## src/rtl/goose_pkg.sv

```systemverilog
// Shared goose game types: the hit-detect state encoding, screen geometry and the collision
// defaults that the score and obstacle blocks also use.
package goose_pkg;

  typedef enum logic [1:0] {
    GRACE = 2'd0,
    RUN   = 2'd1,
    HIT   = 2'd2
  } goose_state_e;

  localparam int SCREEN_W = 640;
  localparam int SCREEN_H = 480;
  localparam int GROUND_Y = 380;

  localparam int HIT_THRESH_DEF   = 4;
  localparam int GRACE_FRAMES_DEF = 60;
  localparam int CNT_W_DEF        = 12;
  localparam int FLASH_FRAMES_DEF = 8;

  // Bits needed to hold 0..max_val. The result is never below 1, so zero-width vectors cannot occur.
  function automatic int width_for(input int max_val);
    return (max_val < 2) ? 1 : $clog2(max_val + 1);
  endfunction

endpackage

```

## src/rtl/goose_sat_counter.sv

```systemverilog
// Saturating up-counter. clr takes priority over inc and restarts the count at 0, or at 1 when load1 is set.
// Latency is one cycle. There is no backpressure: the counter holds at all-ones.
module goose_sat_counter #(
  parameter int W = 12
) (
  input  logic         clk,
  input  logic         reset,
  input  logic         clr,
  input  logic         load1,
  input  logic         inc,
  output logic [W-1:0] cnt
);

  localparam logic [W-1:0] CNT_MAX = '1;

  always_ff @(posedge clk) begin
    if (reset) begin
      cnt <= '0;
    end else if (clr) begin
      cnt <= W'(load1);
    end else if (inc && (cnt != CNT_MAX)) begin
      cnt <= cnt + W'(1);
    end
  end

endmodule

```

## src/rtl/goose_hit_detect.sv

```systemverilog
// Per-frame goose/obstacle overlap counter. It makes a sticky hit decision one cycle after frame_tick and has no backpressure.
// Optional GOOSE_HIT_FLASH_EN: drives a blink on flash during the grace period, held at 0 in RUN and at 1 in HIT.
module goose_hit_detect
  import goose_pkg::*;
#(
  parameter int HIT_THRESH   = HIT_THRESH_DEF,
  parameter int GRACE_FRAMES = GRACE_FRAMES_DEF,
  parameter int CNT_W        = CNT_W_DEF,
  parameter int FLASH_FRAMES = FLASH_FRAMES_DEF
) (
  input  logic             clk,
  input  logic             reset,
  input  logic             pix_en,
  input  logic             goose,
  input  logic             obstacle,
  input  logic             frame_tick,
  output logic             check_hit,
  output logic             hit_pulse,
  output logic             grace_active,
  output logic [CNT_W-1:0] ovl_last,
  output logic             flash
);

  localparam int                 GW          = width_for(GRACE_FRAMES);
  localparam logic [GW-1:0]      GRACE_INIT  = GW'(GRACE_FRAMES);
  localparam logic [CNT_W-1:0]   THRESH      = CNT_W'(HIT_THRESH);
  localparam goose_state_e       RESET_STATE = (GRACE_FRAMES == 0) ? RUN : GRACE;

  goose_state_e     state_q, state_d;
  logic [GW-1:0]    grace_q, grace_d;
  logic             pulse_d;
  logic             hit_px;
  logic [CNT_W-1:0] ovl_cnt;

  assign hit_px = pix_en & goose & obstacle;

  // An overlap pixel in the tick cycle belongs to the new frame, so it seeds the count at 1.
  goose_sat_counter #(.W(CNT_W)) u_ovl_cnt (
    .clk   (clk),
    .reset (reset),
    .clr   (frame_tick),
    .load1 (hit_px),
    .inc   (hit_px),
    .cnt   (ovl_cnt)
  );

  always_comb begin
    state_d = state_q;
    grace_d = grace_q;
    pulse_d = 1'b0;
    case (state_q)
      GRACE: begin
        if (frame_tick) begin
          grace_d = grace_q - GW'(1);
          if (grace_q == GW'(1)) state_d = RUN;
        end
      end
      RUN: begin
        if (frame_tick && (ovl_cnt >= THRESH)) begin
          state_d = HIT;
          pulse_d = 1'b1;
        end
      end
      HIT:     state_d = HIT;
      default: state_d = RESET_STATE;
    endcase
  end

  always_ff @(posedge clk) begin
    if (reset) begin
      state_q   <= RESET_STATE;
      grace_q   <= GRACE_INIT;
      hit_pulse <= 1'b0;
      ovl_last  <= '0;
    end else begin
      state_q   <= state_d;
      grace_q   <= grace_d;
      hit_pulse <= pulse_d;
      if (frame_tick) ovl_last <= ovl_cnt;
    end
  end

  assign check_hit    = (state_q == HIT);
  assign grace_active = (state_q == GRACE);

`ifdef GOOSE_HIT_FLASH_EN
  localparam int FW = width_for(FLASH_FRAMES);

  logic [FW-1:0] flash_cnt;
  logic          flash_wrap;
  logic          flash_q;

  // flash_cnt counts frames modulo FLASH_FRAMES from reset, independently of state.
  assign flash_wrap = frame_tick && (flash_cnt == FW'(FLASH_FRAMES - 1));

  goose_sat_counter #(.W(FW)) u_flash_cnt (
    .clk   (clk),
    .reset (reset),
    .clr   (flash_wrap),
    .load1 (1'b0),
    .inc   (frame_tick),
    .cnt   (flash_cnt)
  );

  always_ff @(posedge clk) begin
    if (reset) begin
      flash_q <= 1'b0;
    end else if ((state_q == GRACE) && flash_wrap) begin
      flash_q <= ~flash_q;
    end
  end

  assign flash = (state_q == HIT) | ((state_q == GRACE) & flash_q);
`else
  assign flash = 1'b0;
`endif

endmodule

```

## config.mk

```make
export PLATFORM = sky130hd
export DESIGN_NAME = goose_hit_detect
export DESIGN_NICKNAME = d
export VERILOG_FILES = /design/src/rtl/goose_pkg.sv /design/src/rtl/goose_sat_counter.sv /design/src/rtl/goose_hit_detect.sv
export SDC_FILE = /design/constraint.sdc
export NUM_CORES = 1
export LEC_CHECK = 0
export CAP_MARGIN = 25
export CORE_ASPECT_RATIO = 0.7
export CORE_MARGIN = 2
export CORE_UTILIZATION = 40
export CTS_CLUSTER_SIZE = 30
export DETAILED_ROUTE_END_ITERATION = 12
export GPL_TIMING_DRIVEN = 1
export PLACE_DENSITY = 0.66
export SETUP_SLACK_MARGIN = 0.4
export SLEW_MARGIN = 5
export SYNTH_ARGS = -nofsm -noshare
export SYNTH_HDL_FRONTEND = slang
export SYNTH_SLANG_ARGS = --single-unit
```

## constraint.sdc

```tcl
create_clock -name clk -period 1.9 [get_ports clk]
set_clock_uncertainty 0.05 [all_clocks]
set_input_delay 0.38 -clock clk [delete_from_list [all_inputs] [get_ports clk]]
set_output_delay 0.38 -clock clk [all_outputs]
set_load 0.005 [all_outputs]
```

### Word level (Yosys, flattened, before mapping)

Cells that the tools add are included.

* div/mod/pow operators: 0
* muxes and demuxes: 7
* reductions and logical operators: 8
* eq/ne operators: 7
* add/subtract/negate cells: 2
* $lt $le $gt $ge: 1
* bitwise gates (word level): 3
* $mul: 0
* shifts and indexed selects: 0

Operator list (number)
* 12-bit by 1-bit adder with 12-bit output (second input constant): 1
* 12-bit by 3-bit greater-or-equal comparator with 1-bit output (second input constant): 1
* 12-bit inequality test (second input constant): 1
* 6-bit by 1-bit equality test with 1-bit output (second input constant): 1
* 2-bit two-way mux: 3
* 2-bit one-hot mux with 3 select lines: 1
* 6-bit by 1-bit subtractor with 6-bit output (second input constant): 1
* 2-bit inequality test (second input constant): 2
* 2-bit OR reduction: 2
* 1-bit two-way mux: 3
* 3-bit AND reduction: 1
* 1-bit AND: 2
* 2-bit by 1-bit equality test with 1-bit output (second input constant): 1
* 2-bit equality test (second input constant): 1
* 1-bit logical AND: 2
* 2-bit logical NOT: 1
* 2-bit by 1-bit inequality test with 1-bit output (second input constant): 1
* 2-bit AND reduction: 1
* 2-bit nonzero test: 1
* 1-bit NOT: 1

* output and inout bits: 16
* memories kept: 0
* memory bits (read-only): 0
* word-level logic and storage cells: 34
* bits of input ports: 6
* latch bits: 0
* flip-flop bits (word level): 33
* memory bits (writable): 0

### Depth between registers and ports, before layout

* depth after elaboration: 5
* mapped depth: 7
* depth with buffers taken out: 6

### Cells and area by module

A second synthesis with hierarchy kept.

* cells, all modules: 169
* area, all modules: 1591.5 µm²

Modules (own cells, without submodules)
* goose_hit_detect: sequential area each 420.4 µm², area each 963.4 µm², times used 1, cells each 98
* goose_sat_counter: sequential area each 240.2 µm², area each 628.1 µm², times used 1, cells each 71

### Least setup slack after synthesis

No wires, ideal clock.

* path kind: register to register
* start: register u_ovl_cnt.cnt[0]
* end: register u_ovl_cnt.cnt[5]
* setup time: 0.070 ns
* clock period less this slack: 1.711 ns
* stages on the path, launching flop included: 8
* arrival: 1.591 ns
* required time: 1.780 ns
* path slack: 0.189 ns
* path buffers: 2
* cell sequence: dfxtp_1 > ha_1 > and2_4 > buf_6 > and4_4 > buf_6 > or4_1 > a21oi_1

* longest elaborated chain between the ends: 2
* elaborated cells between the ends (all ways): 3
* classes of those cells: add/sub: 1; eq/ne: 1; reduce/logical: 1

RTL lines
* from (decl): RTL line goose_sat_counter.sv:11 `output logic [W-1:0] cnt`
* from (signal assigned): RTL line goose_sat_counter.sv:20 `cnt <= W'(load1);`
* from (signal assigned): RTL line goose_sat_counter.sv:22 `cnt <= cnt + W'(1);`
* branches (longest 2 deep; another with 12-bit by 1-bit adder with 12-bit output)

Parallel ways; which one is timed is not known.
A chain may end at the register's enable or synchronous reset.

### Worst setup path in the final report

* start: register u_ovl_cnt.cnt[0]
* end: register u_ovl_cnt.cnt[9]

The elaborated chain is that of the path after synthesis.

==> results_dict.tcl <==
set metrics [dict create \
    grt_usage_pct 19.7 \
    ios 22 \
    crit_family "simple AND/OR/NAND/NOR gates" \
    hpwl_um 2590 \
    peakVddDrop_uv 472 \
    antenna_found_initial 0 \
    final_core_util_pct 57.3 \
    drive_above_1_share_pct 32.4 \
    cp_num_cells 5 \
    yosysMostFrequentCell "dfxtp_1" \
    dieHeight_um 57.1 \
    grt_max_degree 25 \
    wire_per_inst_um 14.9 \
    wl_met3_um 263 \
    root_buffer "clkbuf_8" \
    clkLatencyLatePin_ns 0.29 \
    yosysWarnings 0 \
    cts_buffers 5 \
    whs_path_depth 2 \
    m1WireLength_um 1890 \
    drt_wl_total_um 4090 \
    cts_max_path_buffers 2 \
    crit_chain "ha_4 -> and2_4 -> a211o_1 -> or4_4 -> a21oi_2" \
    grt_pass1_vias 1460 \
    h-tree-depth 2 \
    syn-num-nets 190 \
    place_inst 252 \
    fp-row-count 19 \
    ys_seq_elements 33 \
    highest_layer "met4" \
    r2r_slack_ns 0.23 \
    critPathKind "flip-flop to flip-flop" \
    synthesis.area_um2 1610 \
    finalSetupViolCount 0 \
    fin_crit_ns 1.67 \
    drtAntennaViolNets 0 \
    synth_area_leaders "dfxtp_1 (41%), mux2i_1 (8.1%), ha_1 (5.4%)" \
    synth_common_cells "dfxtp_1 (33), nor2_1 (18), mux2i_1 (13)" \
    start_kind "flip-flop" \
    clk_pin_slew_worst_paths_ns 0.07 \
    powerDensity_nw_per_um2 598 \
    drt_iter0_drc 60 \
    io_buffers 20 \
    drc 0 \
    antenna-diode-count 0 \
    grt-ovfl-total 0 \
    grt_first_pass_wirelength_um 6820 \
    path_buf_inv 0 \
    gp_congestion 0.851 \
    stdcell_count 274 \
    post_drt_via_cell_ratio 5.37 \
    chipWidth_um 79.8 \
    synth_edf_count 0 \
    dr.pass1.iters 4 \
    crit_required_ns 2.07 \
    slowest_stage "or4_4" \
    wl_met2_um 1890 \
    hold_viol 0 \
    p_leak_uw 0.000906 \
    place_ws_ns -0.104 \
    synthFlopType "dfxtp_1" \
    cp_max_fo 5 \
    grt_setup_unrepaired "yes" \
    fin_crit_sh_pct 87.9 \
    synth_top_cell_area_share_pct 41.1 \
    area_growth_pct 39.0 \
    reg2regPathDepth 5 \
    cts.sinks 33 \
    ys_seq_area_share_pct 41.1 \
    finalWorstSetupSlack_ns 0.230 \
    async_reset_ff_share_pct 0 \
    drv_cap 0 \
    die-area_um2 4550 \
    start_util_pct 41.3 \
    max_freq_ghz 0.599 \
    cts_tree "yes" \
    slowest_delay_ns 0.43 \
    synthesis.instances 177 \
    coreArea_um2 3900 \
    drv_slew 0 \
    synth_top_area_cell "dfxtp_1" \
    synth_area_per_cell_um2 9.09 \
    end_kind "flip-flop" \
    postCtsHoldBufs 0 \
    synth.distinct_cells 40 \
    status "complete, no violations" \
    hp-class "flip-flop to flip-flop" \
    vias 1471 \
    arrival_ns 1.84 \
    fin_nets 234 \
]
-- cell type report --
class,instances,area [um2]
Fill cell,358,1660
Multi-Input combinational cell,127,988
Sequential cell,33,688
Timing Repair Buffer,47,388
Clock buffer,8,80.1
Tap cell,52,65.1
Inverter,7,26.3
-- power by group --
group | switching (uW) | total (uW) | internal (uW) | leakage, uW
logic | 57.7 | 109 | 51.7 | 0.000592
registers | 13.6 | 709 | 696 | 0.000274
clock network | 258 | 518 | 260 | 0.0000395
-- flip-flops by register name (all words and copies together) (netlist names) --
register,flops
ovl_last,12
u_ovl_cnt.cnt,12
grace_q,6
state_q,2
hit_pulse,1
-- per-stage QoR --
| stage | hold slack, ns | setup TNS [ns] | total power, uW | area (um2) |
|---|---|---|---|---|
| 6_report | 0.438 | 0 | 1340 | 2240 |
| 5_1_grt | 0.484 | 0 | 1390 | 2240 |
| 4_1_cts | 0.442 | 0 | 1330 | 2140 |
| 3_5_place_dp | 0.434 | -0.225 | 820 | 1910 |
| 3_3_place_gp | 0.423 | -0.0571 | 816 | 1910 |
| 2_1_floorplan | 0.415 | 0 | 782 | 1610 |
-- worst paths after layout --
| check | endpoint | startpoint |
|---|---|---|
| worst max-delay path | u_ovl_cnt.cnt[9] | u_ovl_cnt.cnt[0] |
| worst min-delay path | ovl_last[8] | ovl_last[8] |
| worst max register to register | u_ovl_cnt.cnt[9] | u_ovl_cnt.cnt[0] |
| worst min register to register | ovl_last[8] | ovl_last[8] |
-- timing repair --
| action | CTS | global route |
|---|---|---|
| pin swaps | 7 | 7 |
| setup endpoints to repair | 28 | 18 |
| resized for setup | 54 | 17 |
| setup buffers | 11 | 3 |
-- layout by cell type, fill, tap and decap left out, types with 6 or more instances in the layout --
master         netlist  layout
dfxtp_1             33      21
nor2_1              18      17
a21oi_1             10       9
buf_4                1      21
nand3_1              9       6
dfxtp_2              0       7
nand2b_1             6       6
mux2i_1             13      13
dlygate4sd2_1        0      17
o21ai_0              6       6
or3_1                6       6
-- cell families (layout without fill, tap and decap cells) --
| family | Yosys count | in the layout | share of synthesized area [%] |
|---|---|---|---|
| compound gates | 31 | 31 | 12.4 |
| fa+ha+maj | 7 | 7 | 5.44 |
| simple gates | 70 | 70 | 24.3 |
| mux | 13 | 13 | 8.09 |
| buf+inv | 17 | 62 | 5.75 |
| flops | 33 | 33 | 41.1 |
| xor+xnor | 5 | 5 | 2.72 |
| other cells | 1 | 1 | 0.233 |
-- metal layers --
metal	vias up	GRT usage, %
li1	719	-
met1	694	26.0
met2	51	31.7
met3	7	6.01
met4	0	5.33
met5	-	0
-- worst register-to-register path: cells and delay by family (launching register included) --
family / cells / cell delay, ns
AOI/OAI and AO/OA: 2 / 0.44
adders and majority gates: 1 / 0.16
DFF: 1 / 0.36
and+or+nand+nor: 2 / 0.60
No activity file was read; power rests on OpenSTA's default activity.
